===== src/rtl/iir_input_fifo.sv =====
// Input stage for iir_section2: buffers valid/ready samples, then streams exactly one per clock
// once PREFILL samples are stored; feeds zeros and re-primes on underflow.
module iir_input_fifo #(
    parameter int W       = 11,
    parameter int DEPTH   = 8,
    parameter int PREFILL = 4
) (
    input  logic                         clk,
    input  logic                         rst,
    input  logic signed [W-1:0]          din,
    input  logic                         din_valid,
    output logic                         din_ready,
    output logic signed [W-1:0]          x,
    output logic                         running,
    output logic                         underflow,
    output logic [$clog2(DEPTH+1)-1:0]   level
);
    localparam int LW = $clog2(DEPTH + 1);
    localparam int AW = (DEPTH > 1) ? $clog2(DEPTH) : 1;

    typedef enum logic {PRIME, RUN} state_t;

    state_t              state_reg, state_next;
    logic [AW-1:0]       wptr_reg, rptr_reg;
    logic [LW-1:0]       level_reg, level_next;
    logic signed [W-1:0] x_reg;
    logic                underflow_reg, underflow_next;
    logic                wr, rd;

    logic signed [W-1:0] mem [DEPTH];

    // A full FIFO refuses writes even when a pop happens on the same edge.
    assign din_ready = (level_reg != LW'(DEPTH));
    assign wr        = din_valid && din_ready;
    assign rd        = (state_reg == RUN) && (level_reg != '0);

    always_comb begin
        state_next     = state_reg;
        underflow_next = underflow_reg;
        case (state_reg)
            PRIME: begin
                if (level_reg >= LW'(PREFILL))
                    state_next = RUN;
            end
            RUN: begin
                if (level_reg == '0) begin
                    underflow_next = 1'b1;
                    state_next     = PRIME;
                end
            end
            default: state_next = PRIME;
        endcase
    end

    always_comb begin
        level_next = level_reg;
        case ({wr, rd})
            2'b10:   level_next = level_reg + 1'b1;
            2'b01:   level_next = level_reg - 1'b1;
            default: level_next = level_reg;
        endcase
    end

    always_ff @(posedge clk) begin
        if (rst) begin
            state_reg     <= PRIME;
            level_reg     <= '0;
            wptr_reg      <= '0;
            rptr_reg      <= '0;
            underflow_reg <= 1'b0;
        end else begin
            state_reg     <= state_next;
            level_reg     <= level_next;
            underflow_reg <= underflow_next;
            if (wr)
                wptr_reg <= wptr_reg + 1'b1;
            if (rd)
                rptr_reg <= rptr_reg + 1'b1;
        end
    end

    // Storage words carry no reset so the array maps onto block/distributed RAM.
    always_ff @(posedge clk) begin
        if (wr)
            mem[wptr_reg] <= din;
    end

    // Registered read doubles as the x output register; zero whenever nothing is popped.
    always_ff @(posedge clk) begin
        if (rst)
            x_reg <= '0;
        else if (rd)
            x_reg <= mem[rptr_reg];
        else
            x_reg <= '0;
    end

    assign x         = x_reg;
    assign running   = (state_reg == RUN);
    assign underflow = underflow_reg;
    assign level     = level_reg;
endmodule

===== config.mk =====
export PLATFORM = sky130hd
export DESIGN_NAME = iir_input_fifo
export DESIGN_NICKNAME = d
export VERILOG_FILES = /design/src/rtl/iir_input_fifo.sv
export SDC_FILE = /design/constraint.sdc
export NUM_CORES = 1
export LEC_CHECK = 0
export ABC_AREA = 1
export CORE_UTILIZATION = 30
export DETAILED_ROUTE_END_ITERATION = 16
export PLACE_DENSITY = 0.47
export SLEW_MARGIN = 20
export SYNTH_ARGS = -nofsm -noshare
export SYNTH_HDL_FRONTEND = slang
export SYNTH_SLANG_ARGS = --single-unit

===== constraint.sdc =====
create_clock -name clk -period 1.9 [get_ports clk]
set_input_delay 0.38 -clock clk [delete_from_list [all_inputs] [get_ports clk]]
set_output_delay 0.38 -clock clk [all_outputs]
set_load 0.03 [all_outputs]

==> metrics.txt <==
Crit path max-delay family=buffers and inverters; Max Clock Skew=0.00830 ns; highest clock rate=542 MHz; Area Overhead vs Synth=21.3%; first-pass GRT wire length=14.7 mm; sequential-to-total area share from yosys stat=69.5%; drt first pass iters=6; Post-Synthesis Cells=369; routed wire length=9.36 mm; CTS Buffer Depth=2; worst relative slew slack=62.9%; Vias=2746; Buf/Inv on CP=1; All-Layer GR Usage=13.2%; Fin. Hold Viols=0; Cell variety after synth=31; Crit path arrival time=1.47 ns; Pwr Density=1310 nW/µm²; Sink Count=111; cell accounting for the most synthesized area=edfxtp_1; outcome=complete, no violations; top-area cell type share of the netlist area=59.2%; Net Count, Synth=388; Post-synth EDFFs=88; root buffer cell=clkbuf_16; Layout Cell Area excl Fill=5410 µm²; count leader, synth=nor2_1; actual slew at the worst max-slew pin=0.556 ns; Req. time, crit path=1.52 ns; Clock transition at path regs=0.06 ns; final worst path period need=1.85 ns; syn avg cell area=12.1 µm²; Num CTS Buffers=9; Core Region=14500 µm²; I/O pins=32; Final Max Tran Viols=0; H-tree depth=3; Synth Warn #=0; final worst path period share=97.1%; max reg flops=88; GP Congestion=0.743; commonest cells in the netlist=93 x nor2_1, 88 x edfxtp_1, 39 x o21ai_1, 27 x nand2_1, 23 x dfxtp_1; VDD IR max=0.000648 V; DRC=0; Ant. Diodes=0; Post-DRT Antenna Nets=0; RSZ-0062 raised after global routing=no; final setup fails=0; final setup TNS=0 ns; postcts setup bufs=0; latest clock arrival within the worst-skew pair=0.35 ns; ys flop type=edfxtp_1; vias in the first global route=2685; # hold bufs at CTS=0; antenna violations before repair=0; Die W=124 µm; post-DP HPWL=5.87 mm; placed cell areas=5100 µm²; Crit Path Max Fanout=5; Synth Cell Area=4460 µm²; Via density=4.52; #FFs+latches synth=111; largest net degree at the start of global routing=46; critical path launch point type=flip-flop; total congestion overflow=0; CP endpoint kind=output port; Max stage delay on crit path=0.70 ns; Die ar.=15400 µm²; Layout Utilization=37.2%; crit path cell chain=clkdlybuf4s50_1; CP max-delay cell=clkdlybuf4s50_1; initial core utilization=30.7%; nets=437; hold_ws=0.455 ns; std cell rows=44; Async SR Flop Fraction=0%; initial DRC count=116; PortBufs=31; Die H=124 µm; CTS tree=built; Min-Delay Path Class=reg2reg; routed len/inst=15.4 µm; critical path type=reg2out; Max Cap Viol=0; Area contributors post-synth=edfxtp_1 59%, dfxtp_1 10%, nor2_1 7.8%, o21ai_1 4.4%, nand2_1 2.3%; layout cell share with drive strength beyond 1=15.4%; Leakage=1.88 nW
stage by stage:
| stage | cells | power, mW | setup slack (ns) |
|---|---|---|---|
| final | 607 | 7.08 | 0.0545 |
| after global routing | 607 | 7.48 | 0.00782 |
| after floorplan | 369 | 4.61 | 0.000658 |
| after CTS | 607 | 7.16 | 0.0422 |
| after global placement | 591 | 5.21 | -0.140 |
| after detailed placement | 591 | 5.23 | -0.178 |
timing repair:
item,CTS,global route
endpoints found under the setup margin,1,1
gates resized for setup,1,2
pin swaps,0,1
worst reg2reg max path, cell delays in order (launching register included):
cell and delay, ns:
dfxtp_2 0.42, nor2_4 0.07, nand2_2 0.08, nand2_4 0.04, inv_1 0.07, ha_2 0.21
nand2_1 0.06, inv_1 0.06, nor2_1 0.05, ha_1 0.17, a21oi_1 0.15, xnor2_1 0.08
o21ai_0 0.13, inv_1 0.05
cells in the final DEF, fill, tap and decap left out, types with 5 or more instances in the layout:
cell type and n:
nand3_1 5, a21oi_1 7, clkdlybuf4s50_1 30, inv_1 16
o21ai_0 6, clkbuf_16 9, nand2_1 27, o211ai_2 7
edfxtp_1 88, dfxtp_1 19, nor2_1 93, o21ai_1 39
o22ai_1 11, buf_4 21
path summary, 6_finish.rpt:
path / slack [ns] / end / cells past startpoint / from
max: 0.05 / level[3] / 1 / level[3]
max reg2reg: 0.14 / level[2] / 13 / level[3]
min: 0.46 / underflow / 2 / underflow
min reg2reg: 0.46 / underflow / 2 / underflow
cell families (layout without fill, tap and decap cells):
group                      after synthesis  after routing  synth area share (%)
adders and majority gates                5              5                  1.40
AOI/OAI and AO/OA                       79             79                  10.9
xor gates and xnor gates                 3              3                 0.589
DFF                                    111            111                  69.5
buffers and inverters                   35             89                  4.82
and+or+nand+nor                        136            136                  12.7
power by group:
part           internal [mW]  switching (mW)  total (mW)
clock                   1.10           0.839        1.94
combinational          0.794            1.31        2.10
sequential              2.86           0.170        3.03
per-layer routing:
metal / up-vias / track usage (%) / share of wire [%]
li1: 1390 / - / -
met3: 11 / 2.24 / 2.3
met4: 0 / 5.58 / 1.2
met5: - / 0 / 0
met1: 1312 / 17.3 / 48
met2: 33 / 21.6 / 49
cell type report:
type	count	area [µm²]
Timing Repair Buffer	55	527
Inverter	18	72.6
Sequential cell	111	3110
Clock buffer	12	256
Fill cell	1431	9120
Tap cell	184	230
Clock inverter	4	52.6
Multi-Input combinational cell	223	1160
Note: power is estimated with default switching activity, not from simulation.
